### src/rtl/serial_add_pkg.sv
// Shared state encoding for the bit-serial adder sequencer.
package serial_add_pkg;

  localparam logic [1:0] ST_IDLE = 2'd0;
  localparam logic [1:0] ST_RUN  = 2'd1;
  localparam logic [1:0] ST_DONE = 2'd2;

  typedef enum logic [1:0] {
    S_IDLE = ST_IDLE,
    S_RUN  = ST_RUN,
    S_DONE = ST_DONE
  } state_e;

endpackage

### src/rtl/full_add_bit.sv
// One-bit full adder cell; the only arithmetic in the serial adder.
module full_add_bit (
  input  logic in1,
  input  logic in2,
  input  logic cin,
  output logic sum,
  output logic cout
);

  // Sum and majority carry
  always_comb begin
    sum  = in1 ^ in2 ^ cin;
    cout = (in1 & in2) | (in1 & cin) | (in2 & cin);
  end

endmodule

### src/rtl/serial_add_ctrl.sv
// Bit-serial adder: reuses one full-adder cell over WIDTH cycles, LSB first.
module serial_add_ctrl
  import serial_add_pkg::*;
#(
  parameter int unsigned WIDTH = 8
) (
  input  logic             sys_clk,
  input  logic             sys_rst_n,
  input  logic             start,
  input  logic [WIDTH-1:0] a,
  input  logic [WIDTH-1:0] b,
  input  logic             cin,
  output logic             busy,
  output logic             done,
  output logic [WIDTH-1:0] sum,
  output logic             cout
);

  localparam int unsigned CNT_W = (WIDTH > 1) ? $clog2(WIDTH) : 1;
  localparam logic [CNT_W-1:0] CNT_LAST = CNT_W'(WIDTH - 1);

  state_e             state_q, state_d;
  logic [WIDTH-1:0]   a_sh_q, a_sh_d;
  logic [WIDTH-1:0]   b_sh_q, b_sh_d;
  logic [WIDTH-1:0]   sum_q, sum_d;
  logic [CNT_W-1:0]   cnt_q, cnt_d;
  logic               carry_q, carry_d;
  logic               cout_q, cout_d;
  logic               busy_q, busy_d;
  logic               done_q, done_d;

  logic               s_bit;
  logic               c_bit;

  full_add_bit u_fa (
    .in1  (a_sh_q[0]),
    .in2  (b_sh_q[0]),
    .cin  (carry_q),
    .sum  (s_bit),
    .cout (c_bit)
  );

  // Next-state, datapath shifting and registered output values
  always_comb begin
    state_d = state_q;
    a_sh_d  = a_sh_q;
    b_sh_d  = b_sh_q;
    sum_d   = sum_q;
    cnt_d   = cnt_q;
    carry_d = carry_q;
    cout_d  = cout_q;
    done_d  = 1'b0;

    case (state_q)
      S_IDLE: begin
        if (start) begin
          a_sh_d  = a;
          b_sh_d  = b;
          carry_d = cin;
          cnt_d   = '0;
          sum_d   = '0;
          cout_d  = 1'b0;
          state_d = S_RUN;
        end
      end
      S_RUN: begin
        sum_d   = {s_bit, sum_q[WIDTH-1:1]};
        carry_d = c_bit;
        a_sh_d  = {1'b0, a_sh_q[WIDTH-1:1]};
        b_sh_d  = {1'b0, b_sh_q[WIDTH-1:1]};
        if (cnt_q == CNT_LAST) begin
          cout_d  = c_bit;
          done_d  = 1'b1;
          state_d = S_DONE;
        end else begin
          cnt_d = cnt_q + CNT_W'(1);
        end
      end
      S_DONE: begin
        state_d = S_IDLE;
      end
      default: begin
        state_d = S_IDLE;
      end
    endcase

    busy_d = (state_d != S_IDLE);
  end

  // State and output registers with asynchronous abort
  always_ff @(posedge sys_clk or negedge sys_rst_n) begin
    if (!sys_rst_n) begin
      state_q <= S_IDLE;
      a_sh_q  <= '0;
      b_sh_q  <= '0;
      sum_q   <= '0;
      cnt_q   <= '0;
      carry_q <= 1'b0;
      cout_q  <= 1'b0;
      busy_q  <= 1'b0;
      done_q  <= 1'b0;
    end else begin
      state_q <= state_d;
      a_sh_q  <= a_sh_d;
      b_sh_q  <= b_sh_d;
      sum_q   <= sum_d;
      cnt_q   <= cnt_d;
      carry_q <= carry_d;
      cout_q  <= cout_d;
      busy_q  <= busy_d;
      done_q  <= done_d;
    end
  end

  assign busy = busy_q;
  assign done = done_q;
  assign sum  = sum_q;
  assign cout = cout_q;

endmodule

### config.mk
export PLATFORM = sky130hd
export DESIGN_NAME = serial_add_ctrl
export DESIGN_NICKNAME = d
export VERILOG_FILES = /design/src/rtl/serial_add_pkg.sv /design/src/rtl/full_add_bit.sv /design/src/rtl/serial_add_ctrl.sv
export SDC_FILE = /design/constraint.sdc
export NUM_CORES = 1
export LEC_CHECK = 0
export ABC_AREA = 1
export CORE_MARGIN = 8
export CORE_UTILIZATION = 45
export CTS_CLUSTER_DIAMETER = 50
export DETAILED_ROUTE_END_ITERATION = 8
export PLACE_DENSITY = 0.73
export REMOVE_ABC_BUFFERS = 1
export SYNTH_ARGS = -nofsm -noshare
export SYNTH_HDL_FRONTEND = slang
export SYNTH_HIERARCHICAL = 1
export SYNTH_SLANG_ARGS = --single-unit
export TNS_END_PERCENT = 20
### constraint.sdc
create_clock -name sys_clk -period 2.6 [get_ports sys_clk]
set_input_delay 0.52 -clock sys_clk [delete_from_list [all_inputs] [get_ports sys_clk]]
set_output_delay 0.52 -clock sys_clk [all_outputs]
set_load 0.01 [all_outputs]
# Word level (Yosys, flattened, before mapping)
# Index checks and enable logic that the tools add are counted.
totals:
  ff_bits: 33
  inputBits: 20
  wordCells: 47
op_classes:
  addsub: 1
  eq_ne: 5
  mux: 19
  bitwise: 7
  n_reduce_logical: 6
op_table:
  columns: ["op", "n"]
  rows:
  - ["8-bit one-hot mux with 2 select lines", 3]
  - ["8-bit 2-to-1 mux", 3]
  - ["3-bit 2-to-1 mux", 2]
  - ["2-bit != test (second input constant)", 3]
  - ["3-bit one-hot mux with 2 select lines", 1]
  - ["3-bit AND reduction", 2]
  - ["1-bit 2-to-1 mux", 5]
  - ["2-bit 2-to-1 mux", 2]
  - ["1-bit one-hot mux with 2 select lines", 2]
  - ["2-bit one-hot mux with 2 select lines", 1]
  - ["2-bit nonzero test", 2]
  - ["3-bit by 1-bit adder with 3-bit output (second input constant)", 1]
  - ["1-bit AND", 3]
  - ["3-bit == test (second input constant)", 1]
  - ["2-bit by 1-bit == test with 1-bit output (second input constant)", 1]
  - ["2-bit zero test", 1]
  - ["1-bit OR", 2]
  - ["2-bit AND reduction", 1]
  - ["1-bit XOR", 2]

# Depth between registers and ports, before layout
logic_depth:
  word_depth: 5
  depth_mapped: 7
  mapped_depth_nobuf: 6

# Cells and area by module
# Netlist, hierarchy kept.
by_module_without_submodules:
  columns: ["module", "instances", "cells_each", "area_each_um2", "seq_area_each_um2"]
  rows:
  - ["serial_add_ctrl", 1, 203, 1589.0, 825.8]
  - ["full_add_bit", 1, 1, 20.0, 0.0]

# Worst setup path after synthesis
# Ideal clock, no wire load.
synth_timing:
  kind: "register -> register"
  start: "register cnt_q[0]"
  end: "register cnt_q[0]"
  t_arrival_ns: 1.064
  setup_slack_ns: 1.419
  stages_incl_launch_ff: 7
  n_path_buf: 0
  cell_sequence: "dfrtp_1 -> ha_1 -> ha_1 -> inv_1 -> nand2_1 -> nand3_1 -> nand2_1"
synth_via:
  elab_chain_len: 3
  elab_cells_between_ends: 6
  classes_between: "add/sub (1); eq/ne (2); mux (2); reduce/logical (1)"
synth_lines:
  columns: ["element", "line", "text"]
  rows:
  - ["start: declaration", "serial_add_ctrl.sv:26", "logic [CNT_W-1:0] cnt_q, cnt_d;"]
  - ["start signal: assignment", "serial_add_ctrl.sv:107", "cnt_q <= cnt_d;"]
  - ["3-bit by 1-bit adder with 3-bit output / 3-bit == test (equally long branches)", "serial_add_ctrl.sv:76, serial_add_ctrl.sv:71", null]
  - ["3-bit 2-to-1 mux / 2-bit != test (equally long branches)", null, null]
  - ["3-bit one-hot mux with 2 select lines / 3-bit AND reduction (equally long branches)", null, null]
# Parallel ways exist; a longest one is shown, timed or not. The select of a mux whose other input is x is not followed.
# A chain may end at the register's enable or synchronous reset.

# Final worst setup path
layout_timing:
  start: "register sum_q[6], in the netlist sum[6]"
  end: "output sum[6]"
layout_rtl:
  columns: ["element", "line", "text"]
  rows:
  - ["start: declaration", "serial_add_ctrl.sv:25", "logic [WIDTH-1:0] sum_q, sum_d;"]
  - ["start signal: assignment", "serial_add_ctrl.sv:106", "sum_q <= sum_d;"]
  - ["end: declaration", "serial_add_ctrl.sv:15", "output logic [WIDTH-1:0] sum,"]
# No word-level cell between the ends.

==> impl_metrics.tcl <==
set metrics [dict create \
    grt_max_degree 34 \
    slew_headroom 0.719 \
    clk_latency_ns 0.34 \
    setup_ws_ns 0.806 \
    wirelength_mm 3.41 \
    drc 0 \
    switching_share 0.411 \
    clkTransAtPathRegs_ns 0.10 \
    fin_nets 258 \
    grt_usage 0.138 \
    min_period_over_period 0.690 \
    startpoint "sum[6]$_DFFE_PN0P_" \
    ys_ff_latch 33 \
    p_int_w 0.00126 \
    drive_above_1_share 0.0678 \
    placement_rows 21 \
    postSynthCellCount 204 \
    hp-start "sum[0]$_DFFE_PN0P_" \
    clock-root-buffer "clkbuf_4" \
    hp-class "register to register" \
    ir_drop_mv 0.463 \
    finClkSkew_ns 0.0105 \
    finalInstanceArea_mm2 0.00198 \
    slowest_delay_ns 0.55 \
    end_kind "primary output" \
    cts_made_buffers 5 \
    p_leak_nw 1.10 \
    die_w_um 75.8 \
    gr-total-overflow 0 \
    yosysSeqAreaShare 0.513 \
    p_comb_frac 0.454 \
    outcome "complete, no violations" \
    final.fill_count 324 \
    dieArea_mm2 0.00574 \
    cts_max_level 2 \
    vias_per_cell 4.73 \
    n_antenna_cell 0 \
    post-place-ws_ns 0.849 \
    setup_viol 0 \
    drv_slew 0 \
    holdWs_ns 0.479 \
    io_pins 31 \
    cp.arrival_ns 1.27 \
    cpLargestDelayFamily "buffers and inverters" \
    die_h_um 75.8 \
    ys.warnings.count 6 \
    core_mm2 0.00339 \
    netlist_area_mm2 0.00161 \
    avgRoutedWirePerCell_um 12.1 \
    start_util 0.475 \
    cp_slowest_cell "clkdlybuf4s50_1" \
    p_seq_frac 0.417 \
    worst_slew_pin_slew_ns 0.422 \
    postCtsSetupRepairBufs 0 \
    cts_hold_buf 0 \
    start_kind "register" \
    cts_tree "yes" \
    syn_avg_cell_area_um2 7.89 \
    ant_nets 0 \
    hpwl_mm 2.35 \
    clk_path_buf_depth 2 \
    grt_pass1_vias 1282 \
    post-route-util 0.584 \
    grt_pass1_wl_mm 5.85 \
    tns_ns 0 \
    drv_cap 0 \
    cts_resized 0 \
    rr_startpoint "state_q[1]$_DFF_PN0_" \
    powerDensity_mw_per_mm2 1080 \
    fin_crit_ns 1.79 \
    port_buffers 30 \
    p_sw_w 0.000880 \
    yosysUniqueCellTypes 18 \
    clockPowerShare 0.129 \
    path_class "register to primary output" \
    cts_num_sinks 33 \
    hold_viol_final 0 \
    worstPathCellList "clkdlybuf4s50_1" \
    dr.pass1.iters 4 \
    rsz0062_at_grt "false" \
    syn2layout_area_growth_pct 23.0 \
    vias 1333 \
    drt_iter0_drc 105 \
    crit_required_ns 2.08 \
    place_congestion 0.740 \
    placed_area_mm2 0.00193 \
    max_freq_mhz 557 \
    cp_max_fo 3 \
    antenna_found_initial 0 \
    path_buf_inv 1 \
]
==> final cells by class <==
class | instances | area (um2) | share of cell area
Clock buffer | 6 | 41.3 | 0.0209
Clock inverter | 2 | 10.0 | 0.00506
Inverter | 35 | 134 | 0.0676
Multi-Input combinational cell | 128 | 596 | 0.301
Sequential cell | 33 | 826 | 0.417
Tap cell | 46 | 57.6 | 0.0291
Timing Repair Buffer | 32 | 315 | 0.159
==> Yosys cell counts <==
| cell type | instances | share of area |
|---|---|---|
| nand4_1 | 4 | 0.016 |
| o21ai_0 | 2 | 0.0062 |
| nor2_1 | 1 | 0.0023 |
| nand2_4 | 2 | 0.014 |
| inv_2 | 2 | 0.0047 |
| nor2_4 | 1 | 0.0070 |
| inv_1 | 32 | 0.075 |
| buf_6 | 2 | 0.014 |
| dfrtp_1 | 33 | 0.51 |
| nand3_1 | 35 | 0.11 |
| ha_1 | 2 | 0.016 |
| clkbuf_1 | 1 | 0.0023 |
| inv_4 | 1 | 0.0039 |
| buf_2 | 4 | 0.012 |
| buf_4 | 1 | 0.0047 |
| fa_1 | 1 | 0.012 |
| nand2_2 | 1 | 0.0039 |
| nand2_1 | 79 | 0.18 |
==> metal layers <==
layer	vias up	GRT usage	wire length [um]
met5	-	0	0
met4	0	0.0533	57
met3	6	0.0579	240
met2	31	0.215	1640
met1	610	0.163	1470
li1	686	-	-
==> cell usage in the layout (no fill, tap or decap), drive strengths merged <==
cell type       n
buf             2
clkbuf          6
clkdlybuf4s50  30
clkinv          2
dfrtp          33
fa              1
ha              2
inv            35
nand2          82
nand3          35
nand4           4
nor2            2
o21ai           2
==> per-stage QoR <==
stage | total power, W | std cells
floorplan | 0.00152 | 196
global placement | 0.00184 | 274
detailed placement | 0.00188 | 274
CTS | 0.00216 | 282
global route | 0.00236 | 282
finish | 0.00214 | 282
==> state kept, by name, indices dropped and copies added, names as in the netlist <==
| register | flops |
|---|---|
| a_sh_q | 8 |
| cout | 1 |
| cnt_q | 3 |
| sum | 8 |
| done | 1 |
| carry_q | 1 |
| busy | 1 |
| b_sh_q | 8 |
| state_q | 2 |
==> power by group through the flow <==
| stage | sequential [W] | clock (W) | combinational [W] |
|---|---|---|---|
| 3_5_place_dp | 0.000900 | 0 | 0.000980 |
| 6_report | 0.000893 | 0.000275 | 0.000972 |
| 4_1_cts | 0.000893 | 0.000286 | 0.000985 |
| 3_3_place_gp | 0.000895 | 0 | 0.000942 |
| 5_1_grt | 0.000924 | 0.000317 | 0.00112 |
| 2_1_floorplan | 0.000918 | 0 | 0.000601 |
==> worst reg2reg max path, cell delays in order (launching register included) <==
cell	delay, ns
dfrtp_1	0.42
inv_2	0.33
nand2_4	0.23
nand2_4	0.24
inv_4	0.15
nand2_1	0.10
nand2_1	0.07
==> cells by family after synthesis <==
group,Yosys count,synth area share
fa+ha+maj,3,0.0280
buf+inv,43,0.117
simple gates,123,0.336
flops,33,0.513
compound gates,2,0.00622
==> final timing paths <==
| kind | end | slack (ns) | cells past startpoint |
|---|---|---|---|
| worst max-delay path | sum[6] | 0.81 | 1 |
| worst max register to register | a_sh_q[2]$_DFFE_PN0P_ | 0.96 | 6 |
| worst min register to register | sum[0]$_DFFE_PN0P_ | 0.48 | 2 |
| worst min-delay path | sum[0]$_DFFE_PN0P_ | 0.48 | 2 |
| min in group asynchronous | b_sh_q[3]$_DFFE_PN0P_ | 0.58 | 2 |
| max in group asynchronous | sum[5]$_DFFE_PN0P_ | 1.71 | 2 |
Note: power is estimated with default switching activity, not from simulation.
